$ cat config.mk
export PLATFORM = sky130hd
export DESIGN_NAME = ir_receiver_sm_flat
export DESIGN_NICKNAME = d
export VERILOG_FILES = /design/src/rtl/ir_receiver_sm_if.sv /design/src/rtl/ir_receiver_sm.sv /design/src/flat_wrapper.sv
export SDC_FILE = /design/constraint.sdc
export NUM_CORES = 1
export LEC_CHECK = 0
export ABC_AREA = 1
export CORE_MARGIN = 1.5
export CORE_UTILIZATION = 50
export CTS_CLUSTER_SIZE = 10
export DETAILED_ROUTE_END_ITERATION = 10
export PLACE_DENSITY = 0.67
export SETUP_SLACK_MARGIN = 0.1
export SKIP_CTS_REPAIR_TIMING = 1
export SLEW_MARGIN = 25
export SYNTH_ARGS = -nofsm -noshare
export SYNTH_HDL_FRONTEND = slang
export SYNTH_SLANG_ARGS = --single-unit
$ cat constraint.sdc
create_clock -name CLK -period 4.1 [get_ports CLK]
set_input_delay 0.82 -clock CLK [delete_from_list [all_inputs] [get_ports CLK]]
set_output_delay 0.82 -clock CLK [all_outputs]
set_load 0.01 [all_outputs]
$ cat src/rtl/ir_receiver_sm_if.sv
// Decoded-command side of the IR car receiver: command word plus outcome strobes.
// The receiver drives it through master; a consumer watches through slave.
interface ir_receiver_sm_if;
    logic [3:0] COMMAND;
    logic       PACKET_VALID;
    logic       PACKET_ERROR;
    logic       BUSY;

    modport master (
        output COMMAND,
        output PACKET_VALID,
        output PACKET_ERROR,
        output BUSY
    );

    modport slave (
        input COMMAND,
        input PACKET_VALID,
        input PACKET_ERROR,
        input BUSY
    );
endinterface

$ cat src/rtl/ir_receiver_sm.sv
// IR car packet receiver: recovers the burst envelope from the raw 36 kHz carrier,
// counts pulses per burst and decodes Start/CarSelect/R/L/B/F into a 4-bit command.
//
// state          | meaning
// ---------------+-----------------------------------------------------------
// ST_IDLE        | no packet in flight; waiting for a Start-length burst
// ST_WAIT_CARSEL | Start accepted; next burst must be a CarSelect
// ST_WAIT_DIR    | collecting direction fields R,L,B,F (field_idx 0..3)
module ir_receiver_sm #(
    parameter int CLK_FREQ         = 100_000_000,
    parameter int CARRIER_FREQ     = 36_000,
    parameter int ENV_HOLD_PERIODS = 2,
    parameter int MIN_BURST        = 10,
    parameter int START_MIN        = 160,
    parameter int CARSEL_MIN       = 35,
    parameter int CARSEL_MAX       = 60,
    parameter int ASSERT_THRESH    = 35,
    parameter int GAP_MAX_PERIODS  = 40
) (
    input  logic              CLK,
    input  logic              RESETN,
    input  logic              IR_IN,
    ir_receiver_sm_if.master  bus
);

    localparam int PERIOD_CYC   = CLK_FREQ / CARRIER_FREQ;
    localparam int ENV_HOLD_CYC = ENV_HOLD_PERIODS * PERIOD_CYC;
    localparam int GAP_CYC      = GAP_MAX_PERIODS * PERIOD_CYC;
    localparam int SIL_W        = $clog2(GAP_CYC + 1);

    localparam logic [SIL_W-1:0] SIL_MAX = '1;
    localparam logic [SIL_W-1:0] HOLD_TC = SIL_W'(ENV_HOLD_CYC - 1);
    localparam logic [SIL_W-1:0] GAP_TC  = SIL_W'(GAP_CYC - 1);

    localparam logic [7:0] MIN_BURST_C  = 8'(MIN_BURST);
    localparam logic [7:0] START_MIN_C  = 8'(START_MIN);
    localparam logic [7:0] CARSEL_MIN_C = 8'(CARSEL_MIN);
    localparam logic [7:0] CARSEL_MAX_C = 8'(CARSEL_MAX);
    localparam logic [7:0] THRESH_C     = 8'(ASSERT_THRESH);

    localparam logic [1:0] ST_IDLE        = 2'd0;
    localparam logic [1:0] ST_WAIT_CARSEL = 2'd1;
    localparam logic [1:0] ST_WAIT_DIR    = 2'd2;

    logic             ir_meta;
    logic             ir_sync;
    logic             ir_prev;
    logic             edge_p;

    logic             env;
    logic [7:0]       pulse_cnt;
    logic [SIL_W-1:0] silence_cnt;
    logic             burst_end;
    logic             gap_expired;

    logic [1:0]       state;
    logic [1:0]       field_idx;
    logic [3:0]       shadow;
    logic [3:0]       shadow_next;
    logic             dir_bit;
    logic [3:0]       command;
    logic             packet_valid;
    logic             packet_error;
    logic             busy;

    always_ff @(posedge CLK or negedge RESETN) begin
        if (!RESETN) begin
            ir_meta <= 1'b0;
            ir_sync <= 1'b0;
            ir_prev <= 1'b0;
            edge_p  <= 1'b0;
        end else begin
            ir_meta <= IR_IN;
            ir_sync <= ir_meta;
            ir_prev <= ir_sync;
            edge_p  <= ir_sync & ~ir_prev;
        end
    end

    // Burst ends on the cycle silence_cnt steps onto the hold count; an edge
    // arriving on that same cycle keeps the burst alive.
    assign burst_end   = env && !edge_p && (silence_cnt == HOLD_TC);
    assign gap_expired = (state != ST_IDLE) && !env && !edge_p && (silence_cnt == GAP_TC);

    always_ff @(posedge CLK or negedge RESETN) begin
        if (!RESETN) begin
            env         <= 1'b0;
            pulse_cnt   <= 8'd0;
            silence_cnt <= '0;
        end else if (edge_p) begin
            env         <= 1'b1;
            silence_cnt <= '0;
            if (pulse_cnt != 8'hFF) begin
                pulse_cnt <= pulse_cnt + 8'd1;
            end
        end else begin
            if (silence_cnt != SIL_MAX) begin
                silence_cnt <= silence_cnt + 1'b1;
            end
            if (burst_end) begin
                env       <= 1'b0;
                pulse_cnt <= 8'd0;
            end
        end
    end

    assign dir_bit = (pulse_cnt >= THRESH_C);

    always_comb begin
        shadow_next = shadow;
        shadow_next[2'd3 - field_idx] = dir_bit;
    end

    always_ff @(posedge CLK or negedge RESETN) begin
        if (!RESETN) begin
            state        <= ST_IDLE;
            field_idx    <= 2'd0;
            shadow       <= 4'd0;
            command      <= 4'd0;
            packet_valid <= 1'b0;
            packet_error <= 1'b0;
            busy         <= 1'b0;
        end else begin
            packet_valid <= 1'b0;
            packet_error <= 1'b0;
            if (burst_end) begin
                case (state)
                    ST_IDLE: begin
                        if (pulse_cnt >= START_MIN_C) begin
                            state <= ST_WAIT_CARSEL;
                            busy  <= 1'b1;
                        end
                    end
                    ST_WAIT_CARSEL: begin
                        if ((pulse_cnt >= CARSEL_MIN_C) && (pulse_cnt <= CARSEL_MAX_C)) begin
                            state     <= ST_WAIT_DIR;
                            field_idx <= 2'd0;
                        end else begin
                            state        <= ST_IDLE;
                            packet_error <= 1'b1;
                            busy         <= 1'b0;
                        end
                    end
                    ST_WAIT_DIR: begin
                        if (pulse_cnt < MIN_BURST_C) begin
                            state        <= ST_IDLE;
                            packet_error <= 1'b1;
                            busy         <= 1'b0;
                        end else begin
                            shadow <= shadow_next;
                            if (field_idx == 2'd3) begin
                                command      <= shadow_next;
                                packet_valid <= 1'b1;
                                state        <= ST_IDLE;
                                busy         <= 1'b0;
                            end else begin
                                field_idx <= field_idx + 2'd1;
                            end
                        end
                    end
                    default: begin
                        state <= ST_IDLE;
                        busy  <= 1'b0;
                    end
                endcase
            end else if (gap_expired) begin
                state        <= ST_IDLE;
                packet_error <= 1'b1;
                busy         <= 1'b0;
            end
        end
    end

    assign bus.COMMAND      = command;
    assign bus.PACKET_VALID = packet_valid;
    assign bus.PACKET_ERROR = packet_error;
    assign bus.BUSY         = busy;

endmodule

$ cat src/flat_wrapper.sv
// flat-port wrapper written by rule: the top's interface ports become plain ports
module ir_receiver_sm_flat 
#(
    parameter int CLK_FREQ         = 100_000_000,
    parameter int CARRIER_FREQ     = 36_000,
    parameter int ENV_HOLD_PERIODS = 2,
    parameter int MIN_BURST        = 10,
    parameter int START_MIN        = 160,
    parameter int CARSEL_MIN       = 35,
    parameter int CARSEL_MAX       = 60,
    parameter int ASSERT_THRESH    = 35,
    parameter int GAP_MAX_PERIODS  = 40
)
  (CLK, RESETN, IR_IN, bus_COMMAND, bus_PACKET_VALID, bus_PACKET_ERROR, bus_BUSY);
  ir_receiver_sm_if bus_i ();
  input  logic CLK;
  input  logic RESETN;
  input  logic IR_IN;
  output wire logic [$bits(bus_i.COMMAND)-1:0] bus_COMMAND;
  output wire logic [$bits(bus_i.PACKET_VALID)-1:0] bus_PACKET_VALID;
  output wire logic [$bits(bus_i.PACKET_ERROR)-1:0] bus_PACKET_ERROR;
  output wire logic [$bits(bus_i.BUSY)-1:0] bus_BUSY;
  assign bus_COMMAND = bus_i.COMMAND;
  assign bus_PACKET_VALID = bus_i.PACKET_VALID;
  assign bus_PACKET_ERROR = bus_i.PACKET_ERROR;
  assign bus_BUSY = bus_i.BUSY;
  ir_receiver_sm #(.CLK_FREQ(CLK_FREQ), .CARRIER_FREQ(CARRIER_FREQ), .ENV_HOLD_PERIODS(ENV_HOLD_PERIODS), .MIN_BURST(MIN_BURST), .START_MIN(START_MIN), .CARSEL_MIN(CARSEL_MIN), .CARSEL_MAX(CARSEL_MAX), .ASSERT_THRESH(ASSERT_THRESH), .GAP_MAX_PERIODS(GAP_MAX_PERIODS)) u_core (.CLK(CLK), .RESETN(RESETN), .IR_IN(IR_IN), .bus(bus_i));
endmodule
==> summary.txt <==
Routing
  • Met3 WL: ~180 microns
  • Drt drc: 0
  • Via Count: 2188
  • Met2 WL: 2340 microns
  • Iter 0 DRT Violations: 143
  • Pre-Repair DR Iteration Count: 4
  • Routed WL: 5090 microns
  • Final ANT Viol Nets: 0
  • Wire per inst: between 10 and 15 microns
  • DR top layer: met4
  • DR vias/cell: between 5 and 6
  • M1 WL: 2540 microns

Pwr
  • P_sw: around 280 uW
  • Sequential power share: 51.2%
  • Logic pwr share: 15.1%
  • Leak: 0.00132 uW
  • Clock network fraction of design power: 33.6%
  • Cell Pwr Density: between 300 and 400 nW/um^2
  • Switching portion of total power: 28.6%
  • Peak VDD IR: 234 uV
  • Internal power: 694 uW

Finish
  • # diodes: 0
  • Commonest non-fill, non-tap cell in the layout: nand2_1
  • Layout cells sized above 1: 9.24%
  • Most frequent cells in the layout: nand2_1, inv_1, dfrtp_1
  • Fillers: 496
  • Post-layout instance area: 2870 sq um
  • Final #Nets: 371
  • P&R area growth vs syn: 10.3%

Timing
  • Final setup fails: 0
  • Layout Skew: 0.00597 ns
  • Hold Fails Final Rpt: 0
  • Final period util: 56.9%
  • Max Clk Rate: between 400 and 500 MHz
  • Count of pins over their slew limit: 0
  • RSZ-0062 raised after global routing: false
  • Post-layout min period: 2.33 ns
  • Final setup TNS: 0 ns
  • Hold slack: approximately 0.36 ns
  • Worst-Margin Slew: 0.550 ns
  • Worst slew margin: 63.3%

Floorplanning
  • # rows: 26
  • IO Count: 10
  • DIE WIDTH: 75.1 microns
  • Die H: 75.1 microns
  • Starting Density: between 50 and 60%
  • Core Area: 5070 sq um
  • Die area: 5640 sq um

Clock tree
  • CTS tree: built
  • Clk buf depth: 2
  • Clk sinks: 44
  • Number of CTS-inserted buffers: 5
  • Clock insertion delay at the later pin of the skew report: 0.29 ns
  • H-tree depth: 2
  • Clock-pin transition on the worst setup and hold timing paths: 0.08 ns
  • Root Buffer: clkbuf_8

Global routing
  • Vias in the first global route: roughly 2000
  • Pin count of the biggest net entering global routing: 45
  • Initial antenna violation count: 0
  • First-pass GRT wire length: 8850 microns
  • GRT Resource Usage Total: 20.3%
  • Grt total ovfl: 0

Critical path
  • Capture point of the worst reg-to-reg path: u_core.silence_cnt[14]
  • Worst Reg-to-Reg Cells: 16
  • R2r setup slk: 1.77 ns
  • Reg2reg start: u_core.silence_cnt[0]
  • CP Class: flip-flop to flip-flop
  • Critical path arrival: 2.55 ns
  • Worst Path Required: around 4.3 ns
  • CP max FO: 5
  • Worst Setup Start Kind: flip-flop
  • Crit. End Element: flip-flop

Synth
  • Synth top area share: 42.3%
  • Yosys cell types: 33
  • Synth Flop Type: dfrtp_1
  • Synth area leaders: dfrtp_1, nand2_1, inv_1, ha_1, nor2_1
  • Syn_nets: 358
  • Post-Synthesis Cells: 343
  • Seq/Total Area, Yosys: 42.3%
  • Yosys reg bits: 44
  • Post-synth EDFFs: 0
  • Post-Synthesis Mean Instance Area: roughly 7.6 sq um
  • Warning count from the yosys run: 0
  • Netlist Area Pre-Place: 2600 sq um
  • Yosys top cell by area: dfrtp_1
  • Post-synthesis async set-or-reset flop share: 100%

Place
  • Final GP Congestion: approximately 0.88
  • Detail Placement HPWL: 3850 microns
  • Placed Instance Area: around 2800 sq um
  • IO Port Bufs: 9

Run status
  • Status: finished, final reports clean

Min path
  • HP Class: flip-flop to flip-flop
  • End of the worst hold path: u_core.ir_sync
  • Hold Path Stages: 0
  • Worst hold start: u_core.ir_meta

Job
  • MaxCap Viol Count: 0
==> sequential cells by signal, indices dropped and copies added (netlist names) <==
name / cells
u_core.field_idx: 2
u_core.bus.BUSY: 1
u_core.env: 1
u_core.ir_meta: 1
u_core.ir_prev: 1
u_core.ir_sync: 1
u_core.state: 2
u_core.bus.PACKET_VALID: 1
u_core.edge_p: 1
u_core.bus.COMMAND: 4
u_core.bus.PACKET_ERROR: 1
u_core.pulse_cnt: 8
u_core.silence_cnt: 17
u_core.shadow: 3
==> logic make-up after synthesis <==
logic type,Yosys count,share of synthesized area (%)
XOR/XNOR,3,1.01
AND/OR/NAND/NOR,176,31.7
AO/OA/AOI/OAI,53,10.9
flip-flops,44,42.3
adder cells (fa/ha/maj),12,5.77
buffers and inverters,55,8.22
==> synth_stat cells (2+ instances only) <==
cell / number
nand2_1: 78
inv_1: 47
dfrtp_1: 44
nor2_1: 36
o21ai_0: 26
nand3_1: 25
a21oi_1: 17
ha_1: 12
nor3_1: 10
nor2_2: 8
nand4_1: 7
inv_2: 4
xor2_1: 3
a21boi_0: 2
buf_2: 2
nand2_2: 2
nor2_4: 2
o21ai_1: 2
o22ai_1: 2
==> power by group through the flow <==
stage / clock, uW / sequential, uW / combinational [uW]
detailed placement: 0 / 506 / 147
finish: 327 / 498 / 147
global route: 354 / 503 / 173
floorplan: 0 / 498 / 112
CTS: 339 / 497 / 148
global placement: 0 / 505 / 146
==> through the flow <==
| stage | total power (uW) | util, % | std cells | setup WS (ns) |
|---|---|---|---|---|
| 5_1_grt | 1030 | 56.6 | 427 | 1.44 |
| 2_1_floorplan | 610 | - | 343 | 2.05 |
| 6_report | 972 | 56.6 | 427 | 1.77 |
| 4_1_cts | 984 | 56.5 | 427 | 1.76 |
| 3_5_place_dp | 653 | 54.3 | 419 | 1.79 |
| 3_3_place_gp | 651 | 54.3 | 419 | 1.89 |
==> critical path: stages, from the launching register on <==
cell and delay, ns:
dfrtp_1 0.38, ha_1 0.22, nand2_1 0.08, nor2_1 0.08
nand2_1 0.06, nor2_1 0.08, nand2_1 0.07, nor4_1 0.21
ha_1 0.20, inv_1 0.07, nor2_2 0.19, nor2_1 0.11
nand3_1 0.14, nor2_1 0.08, nand2_1 0.08, nor3_1 0.05
nor3_1 0.15
==> worst max path at each step <==
stage                     startpoint                endpoint  slack, ns  cells after the start
6_report       u_core.silence_cnt[0]  u_core.silence_cnt[14]       1.77                     16
5_1_grt        u_core.silence_cnt[1]  u_core.silence_cnt[14]       1.44                     16
4_1_cts        u_core.silence_cnt[0]  u_core.silence_cnt[14]       1.76                     16
3_5_place_dp   u_core.silence_cnt[0]  u_core.silence_cnt[14]       1.79                     16
3_3_place_gp   u_core.silence_cnt[0]   u_core.silence_cnt[7]       1.89                     16
2_1_floorplan  u_core.silence_cnt[0]   u_core.silence_cnt[7]       2.05                     16
==> per-layer routing <==
layer	track usage, %	vias to the layer above
li1	-	1135
met1	29.0	1019
met2	32.2	32
met3	3.88	2
met4	4.37	0
met5	0	-
==> final cells by class <==
type / instances / area, sq um / area share [%]
multi-input combinational: 244 / 1290 / 44.8
sequential: 44 / 1100 / 38.4
inverter: 52 / 196 / 6.84
timing repair buffer: 9 / 87.6 / 3.05
tap: 70 / 87.6 / 3.05
clock buffer: 5 / 68.8 / 2.40
clock inverter: 3 / 42.5 / 1.48
Power figures use the tool's default switching activity.
